==> src/rtl/if_fetch_if.sv <==
// Instruction bus between the fetch unit (master) and instruction memory (slave).
//   ibus_req_o   master->slave  request, held stable until the ack cycle
//   ibus_addr_o  master->slave  fetch address, held stable until the ack cycle
//   ibus_ack_i   slave->master  read data valid this cycle (ignored without req)
//   ibus_data_i  slave->master  read data
interface if_fetch_if;
  logic        ibus_req_o;
  logic [31:0] ibus_addr_o;
  logic        ibus_ack_i;
  logic [31:0] ibus_data_i;

  modport master (
    output ibus_req_o,
    output ibus_addr_o,
    input  ibus_ack_i,
    input  ibus_data_i
  );

  modport slave (
    input  ibus_req_o,
    input  ibus_addr_o,
    output ibus_ack_i,
    output ibus_data_i
  );
endinterface

==> src/rtl/if_fetch.sv <==
// Instruction-fetch front end: owns the PC, masters the instruction bus and
// presents fetched instructions to the IF/ID register.
//   clk, rst          clock, synchronous active-high reset
//   stall[5:0]        pipeline stall vector, stall[0] holds the PC stage
//   flush, new_pc     exception/interrupt redirect (highest priority)
//   branch_flag_i,
//   branch_target_i   taken-branch redirect from ID
//   ibus              instruction bus (master side)
//   if_pc, if_inst    presented PC/instruction (zero = bubble)
//   stallreq_o        fetch not complete, stall the pipeline
module if_fetch #(
  parameter logic [31:0] RESET_PC = 32'h0000_0000
) (
  input  logic             clk,
  input  logic             rst,
  input  logic [5:0]       stall,
  input  logic             flush,
  input  logic [31:0]      new_pc,
  input  logic             branch_flag_i,
  input  logic [31:0]      branch_target_i,
  if_fetch_if.master       ibus,
  output logic [31:0]      if_pc,
  output logic [31:0]      if_inst,
  output logic             stallreq_o
);

  localparam int unsigned XLEN = 32;

  localparam logic [1:0] S_IDLE = 2'd0;
  localparam logic [1:0] S_WAIT = 2'd1;
  localparam logic [1:0] S_HOLD = 2'd2;
  localparam logic [1:0] S_DROP = 2'd3;

  logic [1:0]      state_q, state_d;
  logic [XLEN-1:0] pc_q, pc_d;
  logic [XLEN-1:0] addr_q, addr_d;
  logic [XLEN-1:0] hold_pc_q, hold_pc_d;
  logic [XLEN-1:0] hold_inst_q, hold_inst_d;

  logic            redirect;
  logic [XLEN-1:0] target;
  logic [XLEN-1:0] pc_inc;

  // Only stall[0] concerns the PC stage.
  logic unused_stall;
  assign unused_stall = ^stall[5:1];

  // Flush beats branch; sequential increment wraps naturally.
  assign redirect = flush | branch_flag_i;
  assign target   = flush ? new_pc : branch_target_i;
  assign pc_inc   = pc_q + XLEN'(4);

  // State and datapath registers.
  always_ff @(posedge clk) begin
    if (rst) begin
      state_q     <= S_IDLE;
      pc_q        <= RESET_PC;
      addr_q      <= RESET_PC;
      hold_pc_q   <= '0;
      hold_inst_q <= '0;
    end else begin
      state_q     <= state_d;
      pc_q        <= pc_d;
      addr_q      <= addr_d;
      hold_pc_q   <= hold_pc_d;
      hold_inst_q <= hold_inst_d;
    end
  end

  // Next-state, next-datapath and output mux.
  always_comb begin
    state_d          = state_q;
    pc_d             = pc_q;
    addr_d           = addr_q;
    hold_pc_d        = hold_pc_q;
    hold_inst_d      = hold_inst_q;
    ibus.ibus_req_o  = 1'b0;
    ibus.ibus_addr_o = '0;
    if_pc            = '0;
    if_inst          = '0;
    stallreq_o       = 1'b0;

    case (state_q)
      S_IDLE: begin
        state_d = S_WAIT;
        addr_d  = pc_q;
      end

      S_WAIT: begin
        ibus.ibus_req_o  = 1'b1;
        ibus.ibus_addr_o = addr_q;
        if (redirect) begin
          // Redirect cycle: bubble, controller is already flushing.
          pc_d = target;
          if (ibus.ibus_ack_i) begin
            addr_d = target;
          end else begin
            // Bus cycle must finish on the stale address first.
            state_d = S_DROP;
          end
        end else if (ibus.ibus_ack_i) begin
          if_pc   = addr_q;
          if_inst = ibus.ibus_data_i;
          if (stall[0]) begin
            hold_pc_d   = addr_q;
            hold_inst_d = ibus.ibus_data_i;
            state_d     = S_HOLD;
          end else begin
            pc_d   = pc_inc;
            addr_d = pc_inc;
          end
        end else begin
          stallreq_o = 1'b1;
        end
      end

      S_HOLD: begin
        if_pc   = hold_pc_q;
        if_inst = hold_inst_q;
        if (redirect) begin
          pc_d    = target;
          addr_d  = target;
          state_d = S_WAIT;
        end else if (!stall[0]) begin
          pc_d    = pc_inc;
          addr_d  = pc_inc;
          state_d = S_WAIT;
        end
      end

      S_DROP: begin
        ibus.ibus_req_o  = 1'b1;
        ibus.ibus_addr_o = addr_q;
        stallreq_o       = !redirect;
        if (redirect) begin
          pc_d = target;
        end
        if (ibus.ibus_ack_i) begin
          // Stale data discarded; resume at the latest redirect target.
          addr_d  = redirect ? target : pc_q;
          state_d = S_WAIT;
        end
      end

      default: begin
        state_d = S_IDLE;
      end
    endcase
  end

endmodule
==> src/flat_wrapper.sv <==
// flat-port wrapper written by rule: the top's interface ports become plain ports
module if_fetch_flat 
#(
  parameter logic [31:0] RESET_PC = 32'h0000_0000
)
  (clk, rst, stall, flush, new_pc, branch_flag_i, branch_target_i, if_pc, if_inst, stallreq_o, ibus_ibus_req_o, ibus_ibus_addr_o, ibus_ibus_ack_i, ibus_ibus_data_i);
  if_fetch_if ibus_i ();
  input  logic clk;
  input  logic rst;
  input  logic [5:0] stall;
  input  logic flush;
  input  logic [31:0] new_pc;
  input  logic branch_flag_i;
  input  logic [31:0] branch_target_i;
  output logic [31:0] if_pc;
  output logic [31:0] if_inst;
  output logic stallreq_o;
  output wire logic [$bits(ibus_i.ibus_req_o)-1:0] ibus_ibus_req_o;
  output wire logic [$bits(ibus_i.ibus_addr_o)-1:0] ibus_ibus_addr_o;
  input wire logic [$bits(ibus_i.ibus_ack_i)-1:0] ibus_ibus_ack_i;
  input wire logic [$bits(ibus_i.ibus_data_i)-1:0] ibus_ibus_data_i;
  assign ibus_ibus_req_o = ibus_i.ibus_req_o;
  assign ibus_ibus_addr_o = ibus_i.ibus_addr_o;
  assign ibus_i.ibus_ack_i = ibus_ibus_ack_i;
  assign ibus_i.ibus_data_i = ibus_ibus_data_i;
  if_fetch #(.RESET_PC(RESET_PC)) u_core (.clk(clk), .rst(rst), .stall(stall), .flush(flush), .new_pc(new_pc), .branch_flag_i(branch_flag_i), .branch_target_i(branch_target_i), .ibus(ibus_i), .if_pc(if_pc), .if_inst(if_inst), .stallreq_o(stallreq_o));
endmodule
==> config.mk <==
export PLATFORM = sky130hd
export DESIGN_NAME = if_fetch_flat
export DESIGN_NICKNAME = d
export VERILOG_FILES = /design/src/rtl/if_fetch_if.sv /design/src/rtl/if_fetch.sv /design/src/flat_wrapper.sv
export SDC_FILE = /design/constraint.sdc
export NUM_CORES = 1
export LEC_CHECK = 0
export ABC_AREA = 1
export CAP_MARGIN = 30
export CORE_MARGIN = 3
export CORE_UTILIZATION = 40
export CTS_BUF_LIST = sky130_fd_sc_hd__clkbuf_2 sky130_fd_sc_hd__clkbuf_4 sky130_fd_sc_hd__clkbuf_8
export CTS_CLUSTER_SIZE = 20
export DETAILED_ROUTE_END_ITERATION = 8
export GPL_ROUTABILITY_DRIVEN = 0
export GPL_TIMING_DRIVEN = 0
export PLACE_DENSITY = 0.66
export SLEW_MARGIN = 20
export SYNTH_ARGS = -nofsm -noshare
export SYNTH_HDL_FRONTEND = slang
export SYNTH_SLANG_ARGS = --single-unit
==> constraint.sdc <==
create_clock -name clk -period 2.8 [get_ports clk]
set_input_delay 0.56 -clock clk [delete_from_list [all_inputs] [get_ports clk]]
set_output_delay 0.56 -clock clk [all_outputs]
set_load 0.1 [all_outputs]
; ---- Yosys cells after proc, flatten, opt, wreduce, memory -nomap -nowiden
; Index checks and enable logic that the tools add are counted.
[totals]
word_cells = 58
register_bits = 130
out_inout_bits = 98
inputBits = 107
[op_classes]
reduce_logical = 8
addsub = 1
n_mux = 33
n_eq_ne = 9
bitwise = 2
[op_table]
columns = op, count
row1 = two-way mux 32 bit, 17
row2 = case mux 32 bit (2 select lines), 2
row3 = case mux 32 bit (4 select lines), 1
row4 = case mux 32 bit (3 select lines), 1
row5 = "adder 32 x 3 -> 32 bit, second input constant", 1
row6 = two-way mux 2 bit, 7
row7 = "inequality test 3 x 2 -> 1 bit, second input constant", 3
row8 = case mux 2 bit (4 select lines), 1
row9 = AND reduction 5 bit, 1
row10 = "== test 2 bit, second input constant", 2
row11 = "inequality test 2 bit, second input constant", 2
row12 = AND reduction 2 bit, 2
row13 = AND reduction 4 bit, 1
row14 = two-way mux 1 bit, 3
row15 = "inequality test 3 bit, second input constant", 1
row16 = nonzero test 3 bit, 1
row17 = "== test 2 x 1 -> 1 bit, second input constant", 1
row18 = logical NOT 2 bit, 1
row19 = case mux 1 bit (2 select lines), 1
row20 = OR reduction 2 bit, 1
row21 = logical NOT 1 bit, 1
row22 = NOT 1 bit, 1
row23 = OR 1 bit, 1

; ---- Longest topological paths before layout
; Gate-level depths: netlist of the first run.
[logic_depth]
depth_word = 5
mapped_depth = 12

; ---- Worst setup path after synthesis of the first run
; No wires, ideal clock.
[synth_timing]
path_type = input port to output port
start = input flush
end = output stallreq_o
required_time_ns = 2.240
path_slack_ns = -0.950
stages = 5
arrival_ns = 3.190
path_cell_list = buf_4 nor2_8 inv_2 clkbuf_1 o21ai_0
[synth_between]
elab_chain_len = 3
[synth_rtl]
columns = element, line
row1 = start: declaration, flat_wrapper.sv:11  ; input logic flush;
row2 = OR 1 bit (*), if_fetch.sv:49  ; assign redirect = flush | branch_flag_i;
row3 = two-way mux 1 bit or logical NOT 1 bit (tied branches), "if_fetch.sv:92, if_fetch.sv:134"
row4 = case mux 1 bit (2 select lines) (*), if_fetch.sv:83  ; case (state_q)
row5 = end: declaration, flat_wrapper.sv:17  ; output logic stallreq_o;
; Every way passes the cells marked *; elsewhere a longest branch is shown, timed or not.

; ---- Final worst setup path of the first run
[layout_timing]
start = register u_core.state_q[0]
end = output if_pc[8]
[layout_between]
elab_chain_len = 2
[layout_rtl]
columns = element, line
row1 = start: declaration, if_fetch.sv:34  ; logic [1:0] state_q, state_d;
row2 = start signal: assignment, if_fetch.sv:62  ; state_q <= state_d;
row3 = == test 2 bit or == test 2 x 1 -> 1 bit (tied branches), if_fetch.sv:83
row4 = case mux 32 bit (2 select lines) (*), if_fetch.sv:83
row5 = end: declaration, flat_wrapper.sv:15  ; output logic [31:0] if_pc;
; Marks and branches as above.

==> results of run 1 <==
[sequential cells by signal, summed over array words and instances, names as in the netlist]
register	cells
u_core.addr_q	32
u_core.hold_pc_q	32
u_core.pc_q	32
u_core.hold_inst_q	32
u_core.state_q	2
[worst max-delay path: stages (launching register included)]
cell        delay, ns
dfxtp_2          0.37
inv_1            0.08
ha_2             0.38
clkinvlp_4       0.11
buf_12           0.16
buf_4            0.22
a21oi_2          0.18
buf_12           0.19
[power by group]
part | total (mW) | switching [mW] | internal (mW)
Clock | 1.62 | 0.799 | 0.819
Sequential | 2.33 | 0.284 | 2.04
Combinational | 2.55 | 1.82 | 0.731
Total | 6.50 | 2.90 | 3.59
[cells by family (layout without fill, tap and decap cells)]
kind of cell | count (synthesis) | after routing | synth area share
compound gates | 348 | 348 | 0.217
flops | 130 | 130 | 0.308
simple gates | 754 | 754 | 0.369
buf+inv | 197 | 427 | 0.0990
fa+ha+maj | 5 | 5 | 0.00740
[path summary, 6_finish.rpt]
| path | to | cells after the start |
|---|---|---|
| setup / recovery | if_pc[8] | 7 |
| setup reg to reg | u_core.addr_q[7]$_SDFFE_PP0P_ | 8 |
| hold reg to reg | u_core.hold_inst_q[21]$_SDFFE_PP0P_ | 2 |
| hold / removal | u_core.hold_inst_q[21]$_SDFFE_PP0P_ | 2 |
[synth_stat cells, types with 2 or more instances]
cell        n  area share
o211ai_1    3      0.0027
o21ai_1    34       0.020
nor2_4      5      0.0067
a21oi_2     3      0.0031
nor2_8      2      0.0047
buf_2      32       0.019
a21oi_1   198        0.12
ha_1        5      0.0074
nand3_1   118       0.070
buf_6       5      0.0067
nor2_1    190       0.084
clkinv_1   10      0.0044
nand2_1   415        0.18
o22ai_1     2      0.0015
a31oi_1    35       0.026
o21ai_0    70       0.041
clkbuf_1   61       0.027
dfxtp_1   130        0.31
inv_2       3      0.0013
buf_4       5      0.0044
nor2_2      7      0.0052
nand3b_1    4      0.0036
inv_1      79       0.035
nand4_1     5      0.0037
nand2_2     5      0.0037
[per-layer routing]
metal,vias to the layer above,global-route usage,wire length (um)
met1,4731,0.371,14200
met2,451,0.446,14500
li1,5114,-,-
met5,-,0,0
met4,0,0.0734,651
met3,48,0.0664,2800
[through the flow]
step	setup WS (ns)	util	instances	hold slack, ns	setup TNS [ns]
6_report	0.0852	0.597	1934	0.465	0
4_1_cts	-0.0279	0.584	1932	0.464	-0.234
3_3_place_gp	-1.23	0.550	1900	0.448	-88.24
5_1_grt	-0.0132	0.597	1934	0.479	-0.0229
2_1_floorplan	-0.117	-	1434	0.441	-3.03
3_5_place_dp	-1.23	0.550	1900	0.452	-88.32
[repair_timing]
item	CTS	global route
gates resized for setup	719	66
pin swaps	0	0
cloned	0	0
buffers inserted	2	2
endpoints found under the setup margin	98	75
[final cells by class]
class	count	area, um2
clock buffers	19	255
clock inverters	13	138
fillers	1962	8260
multi-input cells	1107	5640
flip-flops and latches	130	2610
inverters	92	353
repair buffers	200	2320
plain buffers	103	579
well taps	270	338
==> metrics, run 1 <==
status=complete, no violations; CP max FO=11; Tightest Pin Transition=0.699 ns; most common cell after layout, fill and taps aside=nand2_1; critical path startpoint=u_core.state_q[0]$_SDFFE_PP0P_; htree depth=4; NumNets Final=around 1800; initial antenna violation count=0; critical path capture point type=primary output; largest net degree at the start of global routing=17; grt total ovfl=0; dpl hpwl=24.2 mm; Crit Path Category=reg2out; # setup viols final=0; Static Leak=4.36 nW; Seq/Total Area, Yosys=0.308; CP arrival=2.15 ns; WL/cell=16.6 um; Ys Warns=0; Main synth FF type=dfxtp_1; Max Root-Sink Buffers=2; syn avg cell area=5.89 um2; cts hold-fix bufs=0; Post-Synthesis Cells=between 1000 and 1500; crit share post-route=0.970; fmax=around 0.37 GHz; TritonCTS clock tree=yes; total wire length=between 30 and 40 mm; DRC=0; placed inst area=11300 um2; Slew Viols, Final=0; post-synth cell types=33; Reg-to-Reg Start=u_core.state_q[0]$_SDFFE_PP0P_; Async S/R FF share, synth=0; vias per cell=5.35; area delta synth->final=44.8%; Seq cells post-synth=130; total of max-cap violations=0; Peak VDD IR=0.325 mV; input/output buffers=just under 200; core area=approximately 20000 um2; Hold Path Class=reg2reg; chip width=151 um; Skew-Pair Late Insertion Delay=0.45 ns; Num CTS Buffers=17; ANT cells=0; first-pass GRT wire length=50.2 mm; Worst Path Required=2.24 ns; clock-pin slew on the worst setup and hold paths=0.07 ns; Fin. Hold Viols=0; TritonCTS Sinks=130; Final Power=approximately 6.5 mW; share of layout cells above drive strength 1=0.177; min cycle time layout=2.71 ns; die height=151 um; number of I/O pins=slightly above 200; Synth Cell Area=8450 um2; num rows=52; DR iter-0 viols=990; GRT Total Usage=0.277; most frequent cells in the layout=nand2_1 (415), nor2_1 (190), a21oi_1 (134); CP Launch Type=flip-flop; Power Density=531 nW/um2; clock root buffer master=clkbuf_8; Finished Cell Area=12200 um2; RSZ-0062 raised after global routing=yes; Die ar.=22900 um2; EDFF count, synth=0; number of global-route vias before repair=9497; Starting Density=0.412; Rel. slew slack=0.534; worst min-delay path startpoint=u_core.hold_inst_q[21]$_SDFFE_PP0P_; Via Count=10300; drt pass-1 iters=6; DRT antenna net count=0; FF-to-FF setup slack=about 0.32 ns; Net Count, Synth=between 1500 and 2000; clk_skew=0.0156 ns
Note: power is estimated with default switching activity, not from simulation.
==> inputs of run 2 (changes only) <==
--- a/config.mk
+++ b/config.mk
@@ -7,7 +7,6 @@
 export LEC_CHECK = 0
 export ABC_AREA = 1
 export CAP_MARGIN = 30
-export CORE_MARGIN = 3
 export CORE_UTILIZATION = 40
 export CTS_BUF_LIST = sky130_fd_sc_hd__clkbuf_2 sky130_fd_sc_hd__clkbuf_4 sky130_fd_sc_hd__clkbuf_8
 export CTS_CLUSTER_SIZE = 20
==> run 2 against run 1 <==
First-iteration DRC count fell by 21%; wire length fell by 2.0%; non-clock buffer count did not move; count of clock-buffer cells in the layout did not move; largest cell class unchanged; clock power rose by 10%; hold slack got worse by 0.0023 ns; worst setup slack got worse by 0.034 ns; combinational power barely moved; cell area fell by 1.8%.
==> metrics, run 2 (synthesized netlist as in run 1, its figures left out) <==
CP Buf/Inv Count=5; Hold WS=~0.46 ns; Tightest Pin Transition=a little under 0.7 ns; Slew Viols, Final=0; ANT cells=0; initial antenna violation count=0; DRC=0; area delta synth->final=42.1%; Fillers=between 2000 and 2500; Crit Path Category=reg2out; Die ar.=21700 um2; most common cell after layout, fill and taps aside=nand2_1; critical path capture point type=primary output; crit share post-route=0.982; DRT antenna net count=0; DP Worst Slack=-1.26 ns; CP max FO=11; largest net degree at the start of global routing=17; Max Root-Sink Buffers=2; Placed Cells=1900; TritonCTS clock tree=yes; cell repeated most along the worst path=buf_12; total wire length=approximately 32 mm; Final Worst Setup Slack=0.0515 ns; status=complete, no violations; Worst Path Required=2.24 ns; Cell Chain, Critical Path=inv_1, ha_2, clkinvlp_4, buf_12, clkbuf_8, a21oi_4, buf_12; CP top delay family=buffers and inverters; grt total ovfl=0; dpl hpwl=24.2 mm; Fin. Hold Viols=0; RSZ-0062 raised after global routing=yes; Finished Cell Area=12000 um2; die height=147 um; most frequent cells in the layout=nand2_1 (415), nor2_1 (190), a21oi_1 (134); share of layout cells above drive strength 1=0.177; core area=between 20000 and 25000 um2; vias per cell=5.35; GRT Total Usage=0.291; Num CTS Buffers=17; drt pass-1 iters=6; Max stage delay on crit path=0.38 ns; placed inst area=11300 um2; min cycle time layout=2.75 ns; clk_skew=roughly 0.024 ns; DR iter-0 viols=786; clock-pin slew on the worst setup and hold paths=~0.070 ns; Starting Density=0.412; num rows=52; Rel. slew slack=0.541; CP arrival=2.19 ns; chip width=147 um; Power Density=~550 nW/um2; WL/cell=16.3 um; clock root buffer master=clkbuf_8; Peak VDD IR=0.381 mV; Hold Path Class=reg2reg; TritonCTS Sinks=130; fmax=0.364 GHz; total of max-cap violations=0; first-pass GRT wire length=about 50 mm; number of global-route vias before repair=9674; NumNets Final=1763; cts hold-fix bufs=0; # setup viols final=0; Skew-Pair Late Insertion Delay=between 0.4 and 0.5 ns; Post-Layout Cell Count=roughly 1900; number of I/O pins=205; htree depth=4; Static Leak=4.34 nW; slowest CP cell=ha_2; input/output buffers=196; CP Launch Type=flip-flop; Via Count=10300
run 2: changes by cell type in the layout (fill, tap and decap cells not counted):
cell,before,now
clkbuf_8,18,25
buf_4,17,14
buf_12,36,17
clkinv_2,3,2
buf_8,22,13
clkbuf_4,5,3
buf_2,56,58
bufinv_16,2,4
a21oi_2,19,31
dfxtp_2,2,1
dfxtp_1,128,129
buf_6,19,43
a21oi_4,48,36
clkinv_4,2,1
run 2: stage by stage:
step	total power, mW	setup TNS (ns)	util
6_report	6.66	0	0.586
5_1_grt	6.98	-0.116	0.586
4_1_cts	6.63	-0.00830	0.579
3_5_place_dp	4.78	-89.54	0.550
3_3_place_gp	4.76	-87.01	0.550
2_1_floorplan	3.99	-3.03	-
run 2: worst paths after layout:
path / from / end / slack (ns) / cells past startpoint
max: u_core.state_q[0]$_SDFFE_PP0P_ / if_pc[13] / 0.05 / 7
min: u_core.hold_inst_q[23]$_SDFFE_PP0P_ / u_core.hold_inst_q[23]$_SDFFE_PP0P_ / 0.46 / 2
max reg2reg: u_core.state_q[0]$_SDFFE_PP0P_ / u_core.addr_q[9]$_SDFFE_PP0P_ / 0.43 / 8
min reg2reg: u_core.hold_inst_q[23]$_SDFFE_PP0P_ / u_core.hold_inst_q[23]$_SDFFE_PP0P_ / 0.46 / 2
run 2: worst reg2reg max path: stages (launching register included):
cell and delay, ns:
dfxtp_2 0.37, inv_1 0.09, ha_2 0.21, buf_2 0.21, inv_1 0.10, clkbuf_1 0.48, clkbuf_1 0.42, o21ai_0 0.24
a21oi_1 0.17
run 2: per-layer routing:
| layer | track usage | wire length (um) | part of all wire | vias up |
|---|---|---|---|---|
| li1 | - | - | - | 5124 |
| met1 | 0.392 | 14200 | 0.45 | 4685 |
| met2 | 0.470 | 14300 | 0.45 | 476 |
| met3 | 0.0497 | 2350 | 0.074 | 55 |
| met4 | 0.0964 | 725 | 0.023 | 0 |
| met5 | 0 | 0 | 0 | - |
run 2: power breakdown:
part	switching (mW)	internal, mW
combinational	1.79	0.745
clock	0.779	1.01
sequential	0.288	2.04
total	2.86	3.80
run 2: area by class of cell:
| type | count | area [um2] | area share |
|---|---|---|---|
| Multi-Input combinational cell | 1107 | 5550 | 0.462 |
| Sequential cell | 130 | 2600 | 0.217 |
| Timing Repair Buffer | 200 | 2120 | 0.176 |
| Buffer | 103 | 601 | 0.0500 |
| Inverter | 92 | 353 | 0.0294 |
| Tap cell | 270 | 338 | 0.0281 |
| Clock buffer | 19 | 262 | 0.0218 |
| Clock inverter | 13 | 184 | 0.0153 |
run 2: timing repair:
item,in CTS,in global routing
gates cloned,0,0
setup endpoints to repair,98,74
buffers inserted,2,2
pin swaps,1,1
gates resized for setup,677,41
==> inputs of run 3 (changes only) <==
--- a/config.mk
+++ b/config.mk
@@ -11,9 +11,9 @@
 export CTS_BUF_LIST = sky130_fd_sc_hd__clkbuf_2 sky130_fd_sc_hd__clkbuf_4 sky130_fd_sc_hd__clkbuf_8
 export CTS_CLUSTER_SIZE = 20
 export DETAILED_ROUTE_END_ITERATION = 8
-export GPL_ROUTABILITY_DRIVEN = 0
 export GPL_TIMING_DRIVEN = 0
 export PLACE_DENSITY = 0.66
+export RECOVER_POWER = 25
 export SLEW_MARGIN = 20
 export SYNTH_ARGS = -nofsm -noshare
 export SYNTH_HDL_FRONTEND = slang
==> run 3 against run 2 <==
First-iteration DRC count grew 4.2%; clock skew shrank 0.0089 ns; clock power grew 6%; sequential cell count is the same; critical path type unchanged; critical endpoint is now if_pc[7]; largest cell class unchanged; highest routed layer unchanged.
==> metrics, run 3 (synthesized netlist as in run 1, its figures left out) <==
status=complete, no violations; Fin. Hold Viols=0; Net Sw Frac=0.426; Hold Path Stages=2; Hold Path Class=reg2reg; Finished Cell Area=approximately 12000 um2; core area=roughly 20000 um2; total of max-cap violations=0; Crit Path Category=reg2out; critical path capture point type=primary output; Final Power=6.75 mW; chip width=~150 um; CP Launch Type=flip-flop; cts hold-fix bufs=0; number of global-route vias before repair=9351; Via Count=just over 10000; NetSw=2.87 mW; placed inst area=11300 um2; largest net degree at the start of global routing=23; Skew-Pair Late Insertion Delay=0.45 ns; register share of total power=0.344; Die ar.=21700 um2; GRT Total Usage=0.293; combinational fraction of design power=0.374; # setup viols final=0; num rows=between 50 and 60; clock root buffer master=clkbuf_8; DR iter-0 viols=819; first-pass GRT wire length=50.2 mm; area delta synth->final=42.5%; Post-Layout Cell Count=1940; clock-pin slew on the worst setup and hold paths=0.07 ns; area occupied by registers=2600 um2; total wire length=32.1 mm; Rel. slew slack=0.443; Final Wtd Congestion=0.924; input/output buffers=196; most frequent cells in the layout=nand2_1 (415), nor2_1 (190), a21oi_1 (134); Placed Cells=1900; Worst Path Required=2.24 ns; TritonCTS clock tree=yes; CP arrival=2.16 ns; ANT cells=0; WL/cell=~17 um; htree depth=4; Peak VDD IR=approximately 0.33 mV; internal power=3.87 mW; Max Root-Sink Buffers=2; clk_skew=0.0149 ns; TritonCTS Sinks=130; Fillers=2071; Clock Power Share=0.281; DRT antenna net count=0; dpl hpwl=24.3 mm; initial antenna violation count=0; min cycle time layout=2.72 ns; Reg-to-Reg Start=u_core.state_q[0]$_SDFFE_PP0P_; most common cell after layout, fill and taps aside=nand2_1; fmax=0.368 GHz; drt pass-1 iters=5; Hold WS=0.463 ns; worst min-delay path startpoint=u_core.hold_pc_q[2]$_SDFFE_PP0P_; CP max FO=10; Final Worst Setup Slack=~0.081 ns; DP Worst Slack=-1.26 ns; Crit Reg-Reg Endpoint=u_core.addr_q[26]$_SDFFE_PP0P_; worst hold endpoint=u_core.hold_pc_q[2]$_SDFFE_PP0P_; crit share post-route=0.971; DRC=0; reg2reg path depth=9; Slew Viols, Final=0; FF-to-FF setup slack=around 0.21 ns; grt total ovfl=0; Starting Density=0.412; number of I/O pins=205; Num CTS Buffers=17; die height=147 um; share of layout cells above drive strength 1=0.174; vias per cell=about 5.3; Tightest Pin Transition=0.831 ns; NumNets Final=around 1800; Static Leak=4.33 nW; area of the multi-input gates=5560 um2; Power Density=560 nW/um2; RSZ-0062 raised after global routing=yes
run 3: cell count changes in the layout (fill, tap and decap cells not counted), sizes merged:
cell,before,now
clkbuf,75,92
buf,146,134
bufinv,4,5
clkdlybuf4s50,97,96
clkinv,13,14
clkinvlp,8,7
dlygate4sd3,0,1
run 3: metal layers:
layer / GRT usage / part of all wire
met5: 0 / 0
met4: 0.0995 / 0.024
met3: 0.0450 / 0.069
met2: 0.461 / 0.45
met1: 0.406 / 0.46
run 3: timing repair:
| item | 4_1_cts | 5_1_grt |
|---|---|---|
| setup buffers | 3 | 7 |
| pin swaps | 0 | 3 |
| cloned | 0 | 1 |
| resized for setup | 657 | 66 |
| setup endpoints to repair | 98 | 66 |
run 3: final cells by class:
class	count	share of cell area
timing repair inverter	1	0.000415
clock inverter	13	0.0172
buffer	102	0.0484
multi-input combinational	1107	0.462
inverter	92	0.0293
clock buffer	19	0.0217
timing repair buffer	206	0.177
tap	270	0.0280
sequential	130	0.216
run 3: power groups by stage:
| stage | sequential (mW) | clock (mW) | combinational (mW) |
|---|---|---|---|
| after floorplan | 2.25 | 0 | 1.75 |
| after global placement | 2.35 | 0 | 2.42 |
| after detailed placement | 2.35 | 0 | 2.44 |
| after CTS | 2.31 | 1.92 | 2.49 |
| after global routing | 2.35 | 1.99 | 2.73 |
| final | 2.32 | 1.90 | 2.53 |
run 3: worst max path at each step:
stage,start,end,slack [ns],depth (start not counted)
2_1_floorplan,flush,if_pc[17],-0.12,8
4_1_cts,u_core.state_q[0]$_SDFFE_PP0P_,stallreq_o,-0.11,4
6_report,u_core.state_q[0]$_SDFFE_PP0P_,if_pc[7],0.08,7
3_5_place_dp,u_core.state_q[0]$_SDFFE_PP0P_,if_pc[17],-1.26,7
5_1_grt,u_core.state_q[0]$_SDFFE_PP0P_,if_pc[0],-0.01,7
3_3_place_gp,u_core.state_q[0]$_SDFFE_PP0P_,if_pc[13],-1.25,7
run 3: metrics by stage:
stage / utilization / TNS (ns)
2_1_floorplan: - / -3.03
3_3_place_gp: 0.550 / -89.04
3_5_place_dp: 0.550 / -90.30
4_1_cts: 0.576 / -0.114
5_1_grt: 0.588 / -0.0447
6_report: 0.588 / 0
run 3: critical path: stages (launching register included):
cell        delay, ns
dfxtp_2          0.38
inv_1            0.10
ha_4             0.31
clkinvlp_4       0.10
buf_4            0.17
clkbuf_4         0.25
a21oi_2          0.18
buf_8            0.22
